<file path="src/rtl/tx_tlp_arbiter_pkg.sv">
// Shared constants and types for the TX TLP arbiter and the rx trigger.
package tx_tlp_arbiter_pkg;

  localparam int QW_W = 5;

  localparam logic [1:0] ENG_SEL_NONE = 2'd0;
  localparam logic [1:0] ENG_SEL_DATA = 2'd1;
  localparam logic [1:0] ENG_SEL_HP   = 2'd2;
  localparam logic [1:0] ENG_SEL_CPL  = 2'd3;

  localparam logic [1:0] ST_IDLE  = 2'd0;
  localparam logic [1:0] ST_START = 2'd1;
  localparam logic [1:0] ST_BUSY  = 2'd2;
  localparam logic [1:0] ST_ACK   = 2'd3;

  typedef struct packed {
    logic [1:0]      sel;
    logic [QW_W-1:0] qwords;
    logic            last;
  } grant_t;

  // Ack vector ordered {cpl, hp, data} for the given engine selection.
  function automatic logic [2:0] ack_vec(input logic [1:0] sel);
    logic [2:0] v;
    v = 3'b000;
    case (sel)
      ENG_SEL_DATA: v = 3'b001;
      ENG_SEL_HP:   v = 3'b010;
      ENG_SEL_CPL:  v = 3'b100;
      default:      v = 3'b000;
    endcase
    return v;
  endfunction

endpackage

</file>
<file path="src/rtl/tx_tlp_arbiter_sync_2ff.sv">
// Single-bit two-flop synchronizer, clears to 0 on reset.
module sync_2ff (
  input  logic clk,
  input  logic reset,
  input  logic d,
  output logic q
);

  logic meta;

  always_ff @(posedge clk) begin
    if (reset) begin
      meta <= 1'b0;
      q    <= 1'b0;
    end else begin
      meta <= d;
      q    <= meta;
    end
  end

endmodule

</file>
<file path="src/rtl/tx_tlp_arbiter.sv">
// Arbitrates the TX TLP engine between data, huge-page and completion requesters
// (cpl > hp > data, with a bounded cpl burst while rx work waits) plus a job watchdog.
module tx_tlp_arbiter
  import tx_tlp_arbiter_pkg::*;
#(
  parameter int MAX_CPL_BURST = 4,
  parameter int WDOG_CYCLES   = 1024,
  parameter int WDOG_W        = 16
) (
  input  logic            clk,
  input  logic            reset,
  input  logic            data_req,
  output logic            data_ack,
  input  logic            hp_req,
  input  logic            hp_last,
  output logic            hp_ack,
  input  logic [QW_W-1:0] qwords_to_send,
  input  logic            cpl_req,
  output logic            cpl_ack,
  output logic [1:0]      eng_sel,
  output logic [QW_W-1:0] eng_qwords,
  output logic            eng_last,
  output logic            eng_start,
  input  logic            eng_done,
  output logic            busy,
  output logic            wdog_err
);

  localparam int                BW        = $clog2(MAX_CPL_BURST + 1);
  localparam logic [BW-1:0]     BURST_MAX = BW'(MAX_CPL_BURST);
  localparam logic [WDOG_W-1:0] WDOG_LAST = WDOG_W'(WDOG_CYCLES - 1);

  logic              dreq_s, hreq_s;
  logic [1:0]        state;
  logic [BW-1:0]     burst_cnt;
  logic [WDOG_W-1:0] wdog_cnt;
  logic              rx_pend, cpl_ok, win_req;
  grant_t            nxt;

  sync_2ff u_dreq_sync (.clk(clk), .reset(reset), .d(data_req), .q(dreq_s));
  sync_2ff u_hreq_sync (.clk(clk), .reset(reset), .d(hp_req),   .q(hreq_s));

  // cpl yields one arbitration once it has used up its burst against waiting rx work
  always_comb begin
    rx_pend = dreq_s | hreq_s;
    cpl_ok  = cpl_req & ~((burst_cnt == BURST_MAX) & rx_pend);
    nxt     = '0;
    if (cpl_ok) begin
      nxt.sel = ENG_SEL_CPL;
    end else if (hreq_s) begin
      nxt.sel    = ENG_SEL_HP;
      nxt.qwords = qwords_to_send;
      nxt.last   = hp_last;
    end else if (dreq_s) begin
      nxt.sel    = ENG_SEL_DATA;
      nxt.qwords = qwords_to_send;
    end
  end

  always_comb begin
    win_req = 1'b0;
    case (eng_sel)
      ENG_SEL_DATA: win_req = dreq_s;
      ENG_SEL_HP:   win_req = hreq_s;
      ENG_SEL_CPL:  win_req = cpl_req;
      default:      win_req = 1'b0;
    endcase
  end

  always_ff @(posedge clk) begin
    if (reset) begin
      state      <= ST_IDLE;
      eng_sel    <= ENG_SEL_NONE;
      eng_qwords <= '0;
      eng_last   <= 1'b0;
      data_ack   <= 1'b0;
      hp_ack     <= 1'b0;
      cpl_ack    <= 1'b0;
      burst_cnt  <= '0;
      wdog_cnt   <= '0;
      wdog_err   <= 1'b0;
    end else begin
      case (state)
        ST_IDLE: begin
          if (nxt.sel != ENG_SEL_NONE) begin
            eng_sel    <= nxt.sel;
            eng_qwords <= nxt.qwords;
            eng_last   <= nxt.last;
            state      <= ST_START;
            if ((nxt.sel == ENG_SEL_CPL) && rx_pend) begin
              if (burst_cnt != BURST_MAX) burst_cnt <= burst_cnt + 1'b1;
            end else begin
              burst_cnt <= '0;
            end
          end
        end
        ST_START: begin
          wdog_cnt <= '0;
          state    <= ST_BUSY;
        end
        ST_BUSY: begin
          wdog_cnt <= wdog_cnt + 1'b1;
          if (eng_done) begin
            {cpl_ack, hp_ack, data_ack} <= ack_vec(eng_sel);
            state <= ST_ACK;
          end else if (wdog_cnt == WDOG_LAST) begin
            // never leave a requester hung: flag it and complete the handshake anyway
            wdog_err <= 1'b1;
            {cpl_ack, hp_ack, data_ack} <= ack_vec(eng_sel);
            state <= ST_ACK;
          end
        end
        ST_ACK: begin
          if (!win_req) begin
            {cpl_ack, hp_ack, data_ack} <= 3'b000;
            eng_sel <= ENG_SEL_NONE;
            state   <= ST_IDLE;
          end
        end
        default: state <= ST_IDLE;
      endcase
    end
  end

  assign busy      = (state != ST_IDLE);
  assign eng_start = (state == ST_START);

endmodule

</file>
<file path="config.mk">
export PLATFORM = sky130hd
export DESIGN_NAME = tx_tlp_arbiter
export DESIGN_NICKNAME = d
export VERILOG_FILES = /design/src/rtl/tx_tlp_arbiter_pkg.sv /design/src/rtl/tx_tlp_arbiter_sync_2ff.sv /design/src/rtl/tx_tlp_arbiter.sv
export SDC_FILE = /design/constraint.sdc
export NUM_CORES = 1
export LEC_CHECK = 0
export CORE_ASPECT_RATIO = 2
export CORE_UTILIZATION = 35
export DETAILED_ROUTE_END_ITERATION = 6
export PLACE_DENSITY = 0.58
export SLEW_MARGIN = 30
export SYNTH_ARGS = -nofsm -noshare
export SYNTH_HDL_FRONTEND = slang
export SYNTH_SLANG_ARGS = --single-unit
</file>
<file path="constraint.sdc">
create_clock -name clk -period 3.2 [get_ports clk]
set_input_delay 0.8 -clock clk [delete_from_list [all_inputs] [get_ports clk]]
set_output_delay 0.8 -clock clk [all_outputs]
set_load 0.05 [all_outputs]
</file>
* Word-level counts from Yosys, hierarchy flattened
Index checks and enable logic that the tools add are counted.
W data, S select, Z words.
** Storage, ports and cells
- Flip-flop bits (word level) :: 37
- Input bits :: 12
- Output and inout port bits :: 14
- Word-level logic and storage cells :: 75
** Operators by class
- Add/sub/neg operators :: 2
- Eq/ne operators :: 14
- Multiplexer cells :: 27
- Bitwise gates (word level) :: 5
- Reduce and logical (&&, ||, !) cells :: 13
** Operators by type and width (number)
- $pmux W16 S2 :: 1
- $add A16 B1 Y16 const B :: 1
- $eq A16 B10 Y1 const B :: 1
- $reduce_and A3 Y1 :: 5
- $mux W2 :: 6
- $mux W6 :: 2
- $eq A2 B2 Y1 const B :: 5
- $reduce_bool A2 Y1 :: 5
- $pmux W3 S3 :: 1
- $mux W1 :: 8
- $pmux W2 S4 :: 1
- $mux W7 :: 1
- $mux W3 :: 2
- $ne A3 B3 Y1 const B :: 2
- $pmux W1 S2 :: 3
- $eq A2 B1 Y1 const B :: 2
- $ne A2 B2 Y1 const B :: 2
- $pmux W2 S2 :: 1
- $add A3 B1 Y3 const B :: 1
- $eq A3 B3 Y1 const B :: 1
- $pmux W1 S3 :: 1
- $and A1 B1 Y1 :: 2
- $logic_not A2 Y1 :: 1
- $ne A2 B1 Y1 const B :: 1
- other kinds (4) :: 5

* Longest topological paths before layout
- Word-level depth :: 9
- Depth in mapped cells :: 7
- Mapped depth without buffers :: 6

* Hierarchy
A second synthesis with hierarchy kept.
** Second synthesis, totals
- Cells, all modules :: 191
- Area, all modules :: 1750.4 um^2
** Modules (own cells, without submodules)
- tx_tlp_arbiter :: times used 1, cells an instance 183, area an instance 1645.3 um^2, sequential area each 660.6 um^2
- sync_2ff :: times used 2, cells an instance 4, area an instance 52.6 um^2, sequential area each 40.0 um^2

* Worst setup path before layout
No wires, ideal clock.
- Path kind :: register to register
- Start point :: reg state[0]
- End point :: reg wdog_cnt[15]
- Library setup time :: 0.070 ns
- Arrival :: 2.005 ns
- Setup slack :: 1.125 ns
- Cell stages (with the launch flop) :: 8
- Path buffers :: 1
- Period minus slack after synthesis :: 2.075 ns
- Cell sequence :: dfxtp_1 inv_1 ha_1 buf_4 nand4_1 or4_4 or3_1 a21oi_1
** Between the ends
- Longest elaborated chain between the ends :: 2
- Elaborated cells between the ends (all ways) :: 4
- Those cells by class :: 2 x eq/ne; 1 x mux; 1 x reduce/logical
** RTL lines
- from (decl) :: line tx_tlp_arbiter.sv:34 : logic [1:0] state;
- from (signal assigned) :: line tx_tlp_arbiter.sv:72 : state <= ST_IDLE;
- from (signal assigned) :: line tx_tlp_arbiter.sv:89 : state <= ST_START;
- from (signal assigned) :: line tx_tlp_arbiter.sv:99 : state <= ST_BUSY;
- $eq A2 B2 Y1 or $eq A2 B1 Y1 (tied branches) :: line tx_tlp_arbiter.sv:83 : case (state)
- $pmux W16 S2 or $reduce_bool A2 Y1 (tied branches)
- to (signal assigned) :: line tx_tlp_arbiter.sv:102 : wdog_cnt <= wdog_cnt + 1'b1;
- to (decl) :: line tx_tlp_arbiter.sv:36 : logic [WDOG_W-1:0] wdog_cnt;
Parallel ways exist; a longest one is shown, timed or not.
A chain may end at the register's enable or synchronous reset.

* Worst setup path in the final report
- Start point :: reg state[0]
- End point :: out busy
** Between the ends
- Longest elaborated chain between the ends :: 1
** RTL lines
- $reduce_bool A2 Y1 :: line tx_tlp_arbiter.sv:125 : assign busy = (state != ST_IDLE);
- to (decl) :: line tx_tlp_arbiter.sv:25 : output logic busy,
No other way between the ends.

==> flow_results.xml <==
<?xml version="1.0" encoding="UTF-8"?>
<metrics>
  <group name="placement">
    <metric name="hpwl_after_dpl" unit="um">2880</metric>
    <metric name="post_dp_cell_area" unit="um^2">2040</metric>
    <metric name="routabilityCongestion" unit="">0.754</metric>
    <metric name="placement.io_buffers" unit="">25</metric>
  </group>
  <group name="setup_path">
    <metric name="cp_top_family" unit="">buffers and inverters</metric>
    <metric name="worstPathMaxFanout" unit="">5</metric>
    <metric name="crit_reg_reg_startpoint" unit="">state[0]$_SDFFE_PP0P_</metric>
    <metric name="cp_cell_sequence" unit="">inv_1, ha_1, inv_1, clkdlybuf4s50_1</metric>
    <metric name="worst_r2r_endpoint" unit="">wdog_cnt[15]$_SDFFE_PP0P_</metric>
    <metric name="startpoint_type" unit="">flop</metric>
    <metric name="setup.worst_path.end_class" unit="">primary output</metric>
    <metric name="rr_worst_depth" unit="">6</metric>
    <metric name="critPathRequiredTime" unit="ns">2.40</metric>
    <metric name="critPathSlowestCell" unit="">sky130_fd_sc_hd__clkdlybuf4s50_1</metric>
    <metric name="r2r_setup_slack" unit="ns">0.83</metric>
    <metric name="worst_path_most_repeated_cell" unit="">sky130_fd_sc_hd__inv_1</metric>
    <metric name="critical_path_class" unit="">flop to primary output</metric>
    <metric name="critPathArrivalTime" unit="ns">2.02</metric>
    <metric name="critical_path.max_stage_delay" unit="ns">0.82</metric>
    <metric name="worst-path-buf-inv" unit="">3</metric>
  </group>
  <group name="clocking">
    <metric name="h-tree-depth" unit="">2</metric>
    <metric name="clock-root-buffer" unit="">sky130_fd_sc_hd__clkbuf_8</metric>
    <metric name="ctsResizeCount" unit="">0</metric>
    <metric name="cts-buffers-inserted" unit="">5</metric>
    <metric name="clkLatencyLatePin" unit="ns">0.30</metric>
    <metric name="deepest_clock_path_buffer_count" unit="">2</metric>
    <metric name="clkTransAtPathRegs" unit="ns">0.07</metric>
    <metric name="numClockSinks" unit="">37</metric>
    <metric name="cts_hold_buf" unit="">0</metric>
    <metric name="cts_tree" unit="">yes</metric>
    <metric name="cts_setup_buffers" unit="">0</metric>
  </group>
  <group name="hold_path">
    <metric name="class_of_the_tightest_hold_or_removal_check" unit="">flop to flop</metric>
    <metric name="hold_start" unit="">u_hreq_sync.meta$_SDFF_PP0_</metric>
    <metric name="whs_endpoint" unit="">u_hreq_sync.q$_SDFF_PP0_</metric>
    <metric name="min_delay_path_depth" unit="">1</metric>
  </group>
  <group name="detailed_routing">
    <metric name="wl_per_cell" unit="um">13.9</metric>
    <metric name="post-route-drc-count" unit="">0</metric>
    <metric name="routed_via_density" unit="">5.33</metric>
    <metric name="dr.pass1.iters" unit="">4</metric>
    <metric name="num_vias" unit="">1482</metric>
    <metric name="detail_route.iter0.violations" unit="">40</metric>
    <metric name="totalWireLength" unit="um">3860</metric>
    <metric name="drt.antenna.violating_nets" unit="">0</metric>
  </group>
  <group name="power">
    <metric name="clkPwrFrac" unit="%">26.6</metric>
    <metric name="comb_power_share" unit="%">35.0</metric>
    <metric name="switching_power" unit="mW">0.516</metric>
    <metric name="power_density" unit="nW/um^2">646</metric>
    <metric name="power_frac_seq" unit="%">38.5</metric>
    <metric name="power_leakage" unit="nW">0.712</metric>
    <metric name="maximum_vdd_drop" unit="V">0.000351</metric>
    <metric name="sw_frac_of_total" unit="%">37.3</metric>
    <metric name="internal-power" unit="mW">0.866</metric>
  </group>
  <group name="cells_and_area">
    <metric name="areaGrowthSynthToFinish" unit="%">24.2</metric>
    <metric name="post-route-cell-area" unit="um^2">2140</metric>
    <metric name="ratio_of_cells_with_drive_above_1_in_the_final_layout" unit="%">8.52</metric>
    <metric name="layout.nets" unit="">241</metric>
    <metric name="fillers" unit="">510</metric>
    <metric name="antenna_cells_inserted" unit="">0</metric>
  </group>
  <group name="synth">
    <metric name="synth.top_cells.by_area" unit="">sky130_fd_sc_hd__dfxtp_1, sky130_fd_sc_hd__ha_1, sky130_fd_sc_hd__a21oi_1</metric>
    <metric name="ys_dominant_reg_cell" unit="">sky130_fd_sc_hd__dfxtp_1</metric>
    <metric name="synth_edf_count" unit="">0</metric>
    <metric name="ys_warn_count" unit="">0</metric>
    <metric name="postSynthRegisterBits" unit="">37</metric>
    <metric name="async_flop_share" unit="%">0</metric>
    <metric name="synthDominantAreaCellType" unit="">sky130_fd_sc_hd__dfxtp_1</metric>
    <metric name="synth.avg_cell_area" unit="um^2">8.97</metric>
    <metric name="syn_nets" unit="">211</metric>
    <metric name="mappedNetlistArea" unit="um^2">1720</metric>
    <metric name="synth_common_cells" unit="">sky130_fd_sc_hd__dfxtp_1, sky130_fd_sc_hd__nor2_1, sky130_fd_sc_hd__a21oi_1</metric>
    <metric name="yosysMostFrequentCell" unit="">sky130_fd_sc_hd__dfxtp_1</metric>
    <metric name="synthDistinctLibCells" unit="">37</metric>
    <metric name="syn_inst" unit="">192</metric>
    <metric name="netlist.area_leader.share" unit="%">43.0</metric>
    <metric name="yosysSeqAreaShare" unit="%">43.0</metric>
  </group>
  <group name="run">
    <metric name="max-cap-violations" unit="">0</metric>
  </group>
  <group name="sta">
    <metric name="finalSetupViolations" unit="">0</metric>
    <metric name="fin_tns_setup" unit="ns">0</metric>
    <metric name="final.period_utilization" unit="%">88.0</metric>
    <metric name="maxSlewViolCount" unit="">0</metric>
    <metric name="max_freq" unit="GHz">0.355</metric>
    <metric name="fin_crit" unit="ns">2.82</metric>
    <metric name="post_route_clock_skew" unit="ns">0.00832</metric>
    <metric name="timing.final.hold_violations" unit="">0</metric>
    <metric name="slew_headroom" unit="%">58.1</metric>
    <metric name="timing_worst_slew_pin_value" unit="ns">0.625</metric>
    <metric name="unrepaired_setup_endpoints_after_global_routing" unit="">false</metric>
  </group>
  <group name="outcome">
    <metric name="outcome" unit="">finished clean</metric>
  </group>
  <group name="floorplanning">
    <metric name="die_area" unit="um^2">5220</metric>
    <metric name="floorplan.rows" unit="">35</metric>
    <metric name="fp.dieH" unit="um">101</metric>
    <metric name="die_x" unit="um">51.6</metric>
    <metric name="coreArea" unit="um^2">4640</metric>
    <metric name="initial_utilization" unit="%">37.1</metric>
    <metric name="boundaryPins" unit="">26</metric>
  </group>
  <group name="global_route">
    <metric name="grt_pass1_vias" unit="">1480</metric>
    <metric name="grt_overflow" unit="">0</metric>
    <metric name="grt_first_pass_wirelength" unit="um">6690</metric>
    <metric name="initial_antenna_violation_count" unit="">0</metric>
    <metric name="gr-usage-all-layers" unit="%">17.4</metric>
    <metric name="grt_max_degree" unit="">23</metric>
  </group>
</metrics>
## power groups by stage
stage,Clock (mW),Combinational [mW],Sequential (mW)
final,0.367,0.483,0.531
after global routing,0.395,0.535,0.537
after CTS,0.379,0.490,0.532
after detailed placement,0,0.486,0.542
after global placement,0,0.486,0.542
after floorplan,0,0.306,0.582
## cells in the final DEF, fill, tap and decap left out, drive strengths merged, types with 2 or more instances in the layout
cell,n
inv,11
xnor2,7
and3,3
nand3,4
dfxtp,37
or3,5
buf,2
nand2,13
o31ai,5
nor2,20
or4,4
nand4,8
nor3,4
xor2,3
clkbuf,7
a211o,4
nor3b,2
a22oi,5
mux2i,2
a211oi,2
o21ai,9
clkdlybuf4s50,25
nor2b,6
ha,7
a21oi,16
or4b,2
## metal layers
metal,GRT usage [%],routed length [um]
met1,17.3,1390
met2,32.0,2220
met3,4.35,156
met4,8.73,87
met5,0,0
## flip-flops by register name, indices dropped and copies added, names as in the netlist, 2 cells and up
signal      flops
burst_cnt       3
eng_sel         2
wdog_cnt       16
eng_qwords      5
state           2
## stage by stage
stage               power (mW)  hold WS, ns  util, %  setup WS, ns  instances
detailed placement        1.03        0.429     43.9         0.677        270
finish                    1.38        0.445     46.1         0.383        278
floorplan                0.888        0.414        -          1.13        192
global placement          1.03        0.424     43.9         0.712        270
CTS                       1.40        0.449     46.1         0.369        278
global route              1.47        0.477     46.1         0.280        278
## layout make-up
class	count	area, um^2	share of cell area, %
inverter	11	41.3	1.93
timing repair buffer	27	265	12.4
tap	55	68.8	3.22
clock buffer	7	96.3	4.51
clock inverter	1	5.00	0.234
multi-input combinational	140	921	43.1
sequential	37	741	34.6
## kinds of logic after synthesis
group / Yosys count / synth area share, %
mux: 2 / 1.16
compound gates: 46 / 18.2
simple gates: 75 / 24.0
buf+inv: 15 / 3.49
xor+xnor: 10 / 5.09
fa+ha+maj: 7 / 5.09
flops: 37 / 43.0
## how the worst max path moves through the flow
stage / startpoint / to / slack, ns / cells past startpoint
floorplan: state[0]$_SDFFE_PP0P_ / wdog_cnt[15]$_SDFFE_PP0P_ / 1.13 / 7
global placement: cpl_req / eng_sel[1]$_SDFFE_PP0P_ / 0.71 / 5
detailed placement: cpl_req / eng_sel[1]$_SDFFE_PP0P_ / 0.68 / 5
CTS: state[0]$_SDFFE_PP0P_ / busy / 0.37 / 4
global route: state[0]$_SDFFE_PP0P_ / busy / 0.28 / 4
finish: state[0]$_SDFFE_PP0P_ / busy / 0.38 / 4
No activity file was read; power rests on OpenSTA's default activity.
